--- config.mk ---
export PLATFORM = sky130hd
export DESIGN_NAME = sprite_scheduler
export DESIGN_NICKNAME = d
export VERILOG_FILES = /design/src/rtl/sprite_scheduler.sv
export SDC_FILE = /design/constraint.sdc
export NUM_CORES = 1
export LEC_CHECK = 0
export CORE_ASPECT_RATIO = 0.75
export CORE_MARGIN = 8
export CORE_UTILIZATION = 35
export CTS_CLUSTER_DIAMETER = 80
export CTS_CLUSTER_SIZE = 20
export DETAILED_ROUTE_END_ITERATION = 10
export DONT_BUFFER_PORTS = 1
export PLACE_DENSITY_LB_ADDON = 0.08
export SLEW_MARGIN = 20
export SYNTH_ARGS = -nofsm -noshare
export SYNTH_HDL_FRONTEND = slang
export SYNTH_SLANG_ARGS = --single-unit
--- constraint.sdc ---
create_clock -name clk -period 2.63 [get_ports clk]
set_clock_uncertainty 0.1 [all_clocks]
set_input_delay 0.1315 -clock clk [delete_from_list [all_inputs] [get_ports clk]]
set_output_delay 0.1315 -clock clk [all_outputs]
set_load 0.005 [all_outputs]
--- src/rtl/sprite_scheduler.sv ---
// sprite_scheduler: round-robin EN/finish initiator for the sprite engines.
// Forwards the owning engine's pixel writes to the single VGA adapter port.
module sprite_scheduler #(
  parameter int N_SPRITES = 5,
  parameter int IDXW      = 3,
  parameter int TIMEOUT   = 100000
) (
  input  logic                   clk,
  input  logic                   resetn,
  input  logic                   run,
  input  logic [N_SPRITES-1:0]   mask,
  input  logic [N_SPRITES-1:0]   finish_in,
  input  logic [N_SPRITES-1:0]   plot_in,
  input  logic [8*N_SPRITES-1:0] x_in,
  input  logic [7*N_SPRITES-1:0] y_in,
  input  logic [3*N_SPRITES-1:0] colour_in,
  output logic [N_SPRITES-1:0]   en_out,
  output logic [7:0]             vga_x,
  output logic [6:0]             vga_y,
  output logic [2:0]             vga_colour,
  output logic                   vga_plot,
  output logic [IDXW-1:0]        active_idx,
  output logic                   busy,
  output logic                   round_done,
  output logic [N_SPRITES-1:0]   timeout_err
);

  // state     | meaning
  // IDLE      | not scheduling; waits for run with a non-empty mask
  // ISSUE     | one-cycle EN to active_idx, timeout timer loaded
  // WAIT_DONE | active engine owns the VGA port; wait for finish or timeout
  // ADVANCE   | pick next masked engine above active_idx, wrap = end of round
  typedef enum logic [1:0] {IDLE, ISSUE, WAIT_DONE, ADVANCE} state_t;

  localparam int TW = $clog2(TIMEOUT + 1);
  localparam logic [TW-1:0] TIMER_LOAD = TW'(TIMEOUT - 1);

  state_t               state;
  logic [TW-1:0]        timer;
  logic [N_SPRITES-1:0] act_onehot;
  logic [N_SPRITES-1:0] nxt_onehot;
  logic [N_SPRITES-1:0] low_onehot;
  logic [IDXW-1:0]      above_idx;
  logic [IDXW-1:0]      lowest_idx;
  logic [IDXW-1:0]      nxt_idx;
  logic                 found_above;
  logic                 wrapped;
  logic                 others_set;
  logic                 fin_sel;
  logic                 plot_sel;
  logic [7:0]           x_sel;
  logic [6:0]           y_sel;
  logic [2:0]           c_sel;

  // Descending scan so the final write to lowest_idx/above_idx is the smallest match.
  always_comb begin
    above_idx   = '0;
    lowest_idx  = '0;
    found_above = 1'b0;
    act_onehot  = '0;
    nxt_onehot  = '0;
    fin_sel     = 1'b0;
    plot_sel    = 1'b0;
    x_sel       = '0;
    y_sel       = '0;
    c_sel       = '0;
    for (int i = N_SPRITES - 1; i >= 0; i--) begin
      if (mask[i]) begin
        lowest_idx = IDXW'(i);
        if (i > int'(active_idx)) begin
          above_idx   = IDXW'(i);
          found_above = 1'b1;
        end
      end
      if (active_idx == IDXW'(i)) begin
        act_onehot[i] = 1'b1;
        fin_sel       = finish_in[i];
        plot_sel      = plot_in[i];
        x_sel         = x_in[8*i +: 8];
        y_sel         = y_in[7*i +: 7];
        c_sel         = colour_in[3*i +: 3];
      end
    end
    wrapped = !found_above;
    nxt_idx = found_above ? above_idx : lowest_idx;
    for (int i = 0; i < N_SPRITES; i++) begin
      if (nxt_idx == IDXW'(i)) nxt_onehot[i] = 1'b1;
    end
    low_onehot = mask & (~mask + N_SPRITES'(1));
    others_set = |(mask & ~act_onehot);
  end

  assign vga_plot   = (state == WAIT_DONE) && plot_sel;
  assign vga_x      = (state == WAIT_DONE) ? x_sel : '0;
  assign vga_y      = (state == WAIT_DONE) ? y_sel : '0;
  assign vga_colour = (state == WAIT_DONE) ? c_sel : '0;
  assign busy       = (state != IDLE);
  assign round_done = (state == ADVANCE) && (wrapped || !others_set);

  // en_out is registered on entry to ISSUE so it is high for exactly that cycle.
  always_ff @(posedge clk) begin
    if (!resetn) begin
      state       <= IDLE;
      active_idx  <= '0;
      timer       <= '0;
      en_out      <= '0;
      timeout_err <= '0;
    end else begin
      en_out <= '0;
      case (state)
        IDLE: begin
          if (run && (|mask)) begin
            active_idx <= lowest_idx;
            en_out     <= low_onehot;
            state      <= ISSUE;
          end
        end
        ISSUE: begin
          timer <= TIMER_LOAD;
          state <= WAIT_DONE;
        end
        WAIT_DONE: begin
          timer <= timer - TW'(1);
          if (fin_sel) begin
            state <= ADVANCE;
          end else if (timer == '0) begin
            timeout_err <= timeout_err | act_onehot;
            state       <= ADVANCE;
          end
        end
        ADVANCE: begin
          if ((mask == '0) || (wrapped && !run)) begin
            state <= IDLE;
          end else begin
            active_idx <= nxt_idx;
            en_out     <= nxt_onehot;
            state      <= ISSUE;
          end
        end
        default: state <= IDLE;
      endcase
    end
  end

endmodule

==> results.json, run 1 <==
{
  "rsz0062_at_grt": "no",
  "startpoint_type": "flip-flop",
  "crit_arrival_ps": 2520,
  "finalWirelength_um": 8750,
  "critPathKind": "reg -> reg",
  "n_fill_cell": 802,
  "drt-initial-drc-count": 130,
  "syn2layout_area_growth_pct": 11.9,
  "first_global_vias": 2478,
  "cts_setup_buffers": 0,
  "ys_seq_area_share_pct": 24.5,
  "cp_max_fo": 16,
  "cts_sinks": 32,
  "endpoint_kind": "flip-flop",
  "hold_end": "en_out[0]",
  "clk_pin_slew_ps": 70,
  "grt_use_met3_pct": 6.41,
  "synthXorXnorAreaFrac_pct": 3.69,
  "p_leak_nw": 0.994,
  "synth_area_mm2": 0.00261,
  "dieHeight_um": 90.8,
  "place.gp.congestion": 0.758,
  "hp-class": "in -> reg",
  "synth-simple-area-share_pct": 23.6,
  "crit_slowest_cell": "dlygate4sd3_1",
  "crit_family": "buffers and inverters",
  "slew_viol_final": 0,
  "min_period_ps": 2410,
  "crit_path_cell_trace": "inv_1 -> ha_1 -> buf_4 -> nor2b_2 -> o2111ai_1 -> nor3_2 -> nand2_1 -> dlygate4sd3_1 -> o31ai_1",
  "wire_per_inst_um": 18.7,
  "synthMuxAreaShare_pct": 8.48,
  "final_core_util_pct": 40.1,
  "worst_slew_pin_slew_ps": 681,
  "num_rows": 27,
  "synth_top_area_share_pct": 24.5,
  "holdPathStages": 2,
  "synthAdderAreaFrac_pct": 1.92,
  "final_cell_mix": "64 x nor2_1, 58 x o21ai_0, 31 x dfxtp_1, 21 x mux2i_1, 18 x o2bb2ai_1",
  "yosys_most_used_dff": "dfxtp_1",
  "finalNetCount": 478,
  "fmax_mhz": 415,
  "period_share_pct": 91.6,
  "route.detailed.drc": 0,
  "setup_viol": 0,
  "portBuffers": 0,
  "seq_area_um2": 642,
  "status": "finished clean",
  "reg2reg_from": "state[0]",
  "r2r_cells": 9,
  "vias": 2644,
  "grt_util_met2_pct": 23.3,
  "syn_avg_cell_area_um2": 7.16,
  "yosys.area.top_type": "dfxtp_1",
  "setup_tns_ps": 0,
  "tritoncts": "yes",
  "insertion_delay_ps": 290,
  "worstPathRequired_ps": 2740,
  "hold_start": "run",
  "max-vdd-ir-drop_mv": 0.436,
  "ctsHtreeMaxLevel": 2,
  "start_util_pct": 35.8,
  "power.density_mw_per_mm2": 1020,
  "worst-path-buf-inv": 3,
  "cts_max_path_buffers": 2,
  "layout-drive-gt1-share_pct": 7.90,
  "drtPass1Iterations": 4,
  "synthCells": 365,
  "dieWidth_um": 116,
  "synth_top_family_by_area": "compound AO/OA/AOI/OAI gates",
  "multi_input_area_mm2": 0.00183,
  "relSlewSlack_pct": 53.4,
  "grt_use_total_pct": 15.5,
  "r2r_end": "en_out[2]",
  "design.core.area_mm2": 0.00730,
  "rrSetupSlack_ps": 220,
  "via_per_inst": 5.65,
  "postSynth.asyncResetShare_pct": 0,
  "cap_violations": 0,
  "ant_nets": 0,
  "timing.final.ws_setup_ps": 221,
  "die_area_mm2": 0.0105,
  "hold_viol": 0,
  "synth.area.top_cells": "dfxtp_1 25%, o21ai_0 11%, nor2_1 9.2%",
  "place_ws_ps": 407,
  "cts_buffers": 5,
  "ys_ff_latch": 32,
  "antenna_found_initial": 0,
  "grt_first_pass_wirelength_um": 13200,
  "layout_commonest_cell": "nor2_1",
  "overflow": 0,
  "grt_max_degree": 35,
  "synthesis.nets": 477,
  "synth_edf_count": 0,
  "clock-root-buffer": "clkbuf_8",
  "yosys_warnings": 0,
  "synth-compound-area-share_pct": 32.2,
  "critical_path.max_stage_delay_ps": 550,
  "dpl.hpwl_um": 6650,
  "top_usage_layer": "met2",
  "globalRouteMet1Util_pct": 20.3,
  "n_antenna_cell": 0,
  "io_pins": 142,
  "synth.distinct_cells": 51
}
-- registers in the layout, summed over array words and instances (netlist names) --
name         flops
timer           17
en_out           5
timeout_err      5
active_idx       3
state            2
-- worst max-delay path by stage --
stage | start | to | slack, ps | depth (start not counted)
floorplan | timer[0] | state[0] | 540 | 7
global placement | timer[0] | state[0] | 440 | 7
detailed placement | timer[0] | state[0] | 410 | 7
CTS | state[0] | en_out[2] | 110 | 9
global route | state[0] | en_out[2] | 70 | 9
finish | state[0] | en_out[2] | 220 | 9
-- per-layer routing --
metal | routed length [um] | part of all wire (%)
met5 | 0 | 0
met4 | 66 | 0.75
met3 | 773 | 8.8
met2 | 3920 | 45
met1 | 3990 | 46
-- through the flow --
step	power, mW	cell area [um2]	cells	hold slack [ps]
2_1_floorplan	2.09	2610	365	140
5_1_grt	3.24	2920	468	49.1
6_report	2.97	2920	468	46.7
3_5_place_dp	2.48	2710	451	154
4_1_cts	2.98	2900	466	5.83
3_3_place_gp	2.47	2710	451	155
-- cell families after synthesis --
logic type,Yosys count
XOR/XNOR,11
flip-flops,32
AND/OR/NAND/NOR,126
multiplexers,22
AO/OA/AOI/OAI,133
buffers and inverters,37
adder cells (fa/ha/maj),4
-- worst register-to-register path: stages (launching register included) --
cell	delay [ps]
dfxtp_1	350
inv_1	80
ha_1	310
buf_4	200
nor2b_2	180
o2111ai_1	230
nor3_2	190
nand2_1	80
dlygate4sd3_1	550
o31ai_1	60
-- cell type report --
type,instances,share of cell area [%]
clock buffer,5,2.35
clock inverter,3,1.46
inverter,12,1.54
multi-input combinational,296,62.7
sequential,32,22.0
tap,101,4.32
timing repair buffer,19,5.65
-- repair_timing --
action | 4_1_cts | 5_1_grt
setup endpoints to repair | 0 | 1
hold buffers | 7 | 2
gates resized for setup | 0 | 2
endpoints found under the hold margin | 10 | 1
-- synthesized netlist by cell type, drive strengths merged, types with 6 or more instances --
| cell type | instances |
|---|---|
| o2bb2ai | 18 |
| buf | 7 |
| clkbuf | 18 |
| a31oi | 6 |
| nand2 | 10 |
| nor2 | 64 |
| inv | 12 |
| o21ai | 67 |
| a211oi | 6 |
| nand3 | 6 |
| dfxtp | 32 |
| xnor2 | 6 |
| a21oi | 16 |
| nor3 | 11 |
| mux2i | 21 |
-- power breakdown --
part	total, mW	internal (mW)	switching [mW]
logic	1.71	0.639	1.07
registers	0.779	0.616	0.164
clock network	0.480	0.280	0.200
total	2.97	1.54	1.44
(Power assumes the default switching activity.)
==> inputs of run 2 (changes only) <==
--- a/config.mk
+++ b/config.mk
@@ -5,13 +5,16 @@
 export SDC_FILE = /design/constraint.sdc
 export NUM_CORES = 1
 export LEC_CHECK = 0
+export CELL_PAD_IN_SITES_DETAIL_PLACEMENT = 1
+export CELL_PAD_IN_SITES_GLOBAL_PLACEMENT = 2
 export CORE_ASPECT_RATIO = 0.75
 export CORE_MARGIN = 8
-export CORE_UTILIZATION = 35
+export CORE_UTILIZATION = 32
 export CTS_CLUSTER_DIAMETER = 80
 export CTS_CLUSTER_SIZE = 20
 export DETAILED_ROUTE_END_ITERATION = 10
 export DONT_BUFFER_PORTS = 1
+export HOLD_SLACK_MARGIN = 0.1
 export PLACE_DENSITY_LB_ADDON = 0.08
 export SLEW_MARGIN = 20
 export SYNTH_ARGS = -nofsm -noshare
==> run 2 against run 1 <==
  * Core utilization shrank 3.6 points
  * Critical endpoint unchanged
  * Power shrank 3.0%
  * Highest routed layer unchanged
  * Setup slack lost 34 ps
  * Sequential cell count is the same
  * Critical path type unchanged
==> results.json, run 2 (synthesis gave the netlist of run 1 again) <==
{
  "finalWirelength_um": 9350,
  "power.total_mw": 2.88,
  "crit_arrival_ps": 2540,
  "syn2layout_area_growth_pct": 10.6,
  "design.core.area_mm2": 0.00792,
  "cts_max_path_buffers": 2,
  "holdPathStages": 2,
  "wl_met1_um": 4140,
  "layout-drive-gt1-share_pct": 7.69,
  "r2r_cells": 9,
  "die_area_mm2": 0.0113,
  "largest_reg_flops": 17,
  "crit_path_cell_trace": "inv_1 -> ha_1 -> buf_4 -> nor2b_4 -> o2111ai_2 -> nor3_2 -> nand2_1 -> dlygate4sd3_1 -> o31ai_1",
  "place_ws_ps": 396,
  "top_layer_used": "met4",
  "cp_max_fo": 16,
  "setup_viol": 0,
  "grt_first_pass_wirelength_um": 14800,
  "status": "finished clean",
  "finalNetCount": 476,
  "seqPwrFrac_pct": 28.3,
  "grt_max_degree": 35,
  "multi_input_area_mm2": 0.00184,
  "placed_cell_area_mm2": 0.00271,
  "wl_met2_um": 4450,
  "clock-root-buffer": "clkbuf_8",
  "wire_per_inst_um": 19.9,
  "hold_start": "mask[4]",
  "insertion_delay_ps": 280,
  "portBuffers": 0,
  "hold_viol": 0,
  "internal_power_mw": 1.43,
  "combPwrFrac_pct": 59.2,
  "r2r_end": "en_out[2]",
  "dpl.hpwl_um": 7170,
  "cts_sinks": 32,
  "tritoncts": "yes",
  "final_cell_mix": "64 x nor2_1, 58 x o21ai_0, 30 x dfxtp_1, 21 x mux2i_1, 18 x o2bb2ai_1",
  "top_regs": "timer x17, en_out x5, timeout_err x5",
  "drtPass1Iterations": 4,
  "cap_violations": 0,
  "p_leak_nw": 0.979,
  "ctsHtreeMaxLevel": 2,
  "endpoint_kind": "flip-flop",
  "via_per_inst": 5.77,
  "largest_register": "timer",
  "relSlewSlack_pct": 57.1,
  "place.gp.congestion": 0.760,
  "vias": 2704,
  "startpoint_type": "flip-flop",
  "crit_slowest_cell": "dlygate4sd3_1",
  "layout_commonest_cell": "nor2_1",
  "p_sw_mw": 1.45,
  "critPathKind": "reg -> reg",
  "final_cells": 469,
  "reg2reg_from": "state[0]",
  "drt-initial-drc-count": 114,
  "n_antenna_cell": 0,
  "rrSetupSlack_ps": 190,
  "dieHeight_um": 94.3,
  "grt_use_total_pct": 16.0,
  "clk_pin_slew_ps": 70,
  "max-vdd-ir-drop_mv": 0.317,
  "cts_buffers": 5,
  "critical_path.max_stage_delay_ps": 560,
  "start_util_pct": 33.0,
  "antenna_found_initial": 0,
  "route.detailed.drc": 0,
  "setup_tns_ps": 0,
  "hp-class": "in -> reg",
  "clkPwrFrac_pct": 12.5,
  "timing.final.ws_setup_ps": 187,
  "p_sw_share_pct": 50.5,
  "num_rows": 28,
  "overflow": 0,
  "first_global_vias": 2817,
  "design_area_mm2": 0.00289,
  "timing.hold.ws_ps": 96.6,
  "slew_viol_final": 0,
  "min_period_ps": 2440,
  "worst_slew_pin_slew_ps": 642,
  "hold_end": "en_out[0]",
  "dp_cells": 453,
  "rsz0062_at_grt": "no",
  "worstPathRequired_ps": 2730,
  "power.density_mw_per_mm2": 998,
  "final_core_util_pct": 36.5,
  "dieWidth_um": 120,
  "io_pins": 142,
  "n_fill_cell": 997,
  "wl_met3_um": 736,
  "period_share_pct": 92.9,
  "ant_nets": 0,
  "fmax_mhz": 409,
  "seq_area_um2": 643
}
run 2: timing repair:
| action | CTS | global route |
|---|---|---|
| endpoints found under the setup margin | 0 | 1 |
| hold endpoints to repair | 18 | 0 |
| hold buffers | 8 | 0 |
| gates resized for setup | 0 | 4 |
| buffers inserted | 0 | 1 |
run 2: critical path: cells and delay by family, from the launching register on:
| kind | cells | cell delay [ps] |
|---|---|---|
| flops | 1 | 360 |
| fa+ha+maj | 1 | 300 |
| simple gates | 3 | 500 |
| compound gates | 2 | 250 |
| buf+inv | 3 | 840 |
run 2: how the worst max path moves through the flow:
stage | startpoint | to | cells past startpoint
finish | state[0] | en_out[2] | 9
global route | state[0] | en_out[2] | 9
CTS | state[0] | en_out[2] | 9
detailed placement | timer[0] | state[0] | 7
global placement | timer[0] | state[0] | 7
floorplan | timer[0] | state[0] | 7
run 2: final cells by class:
| cell class | instances | area share, % |
|---|---|---|
| timing repair buffer | 17 | 5.11 |
| sequential | 32 | 22.3 |
| multi-input combinational | 296 | 63.8 |
| clock inverter | 1 | 0.173 |
| inverter | 12 | 1.56 |
| tap | 105 | 4.55 |
| clock buffer | 6 | 2.51 |
run 2: power groups by stage:
stage          Combinational, mW  Sequential (mW)  Clock, mW
2_1_floorplan               1.37            0.717          0
3_3_place_gp                1.67            0.817          0
3_5_place_dp                1.69            0.825          0
4_1_cts                     1.71            0.817      0.376
5_1_grt                     1.94            0.841      0.395
6_report                    1.71            0.815      0.359
run 2: layer usage:
metal  track usage, %  up-vias
met5                0        -
met2             27.3       73
met1             19.5     1294
met3             5.59        4
met4             2.18        0
li1                 -     1333
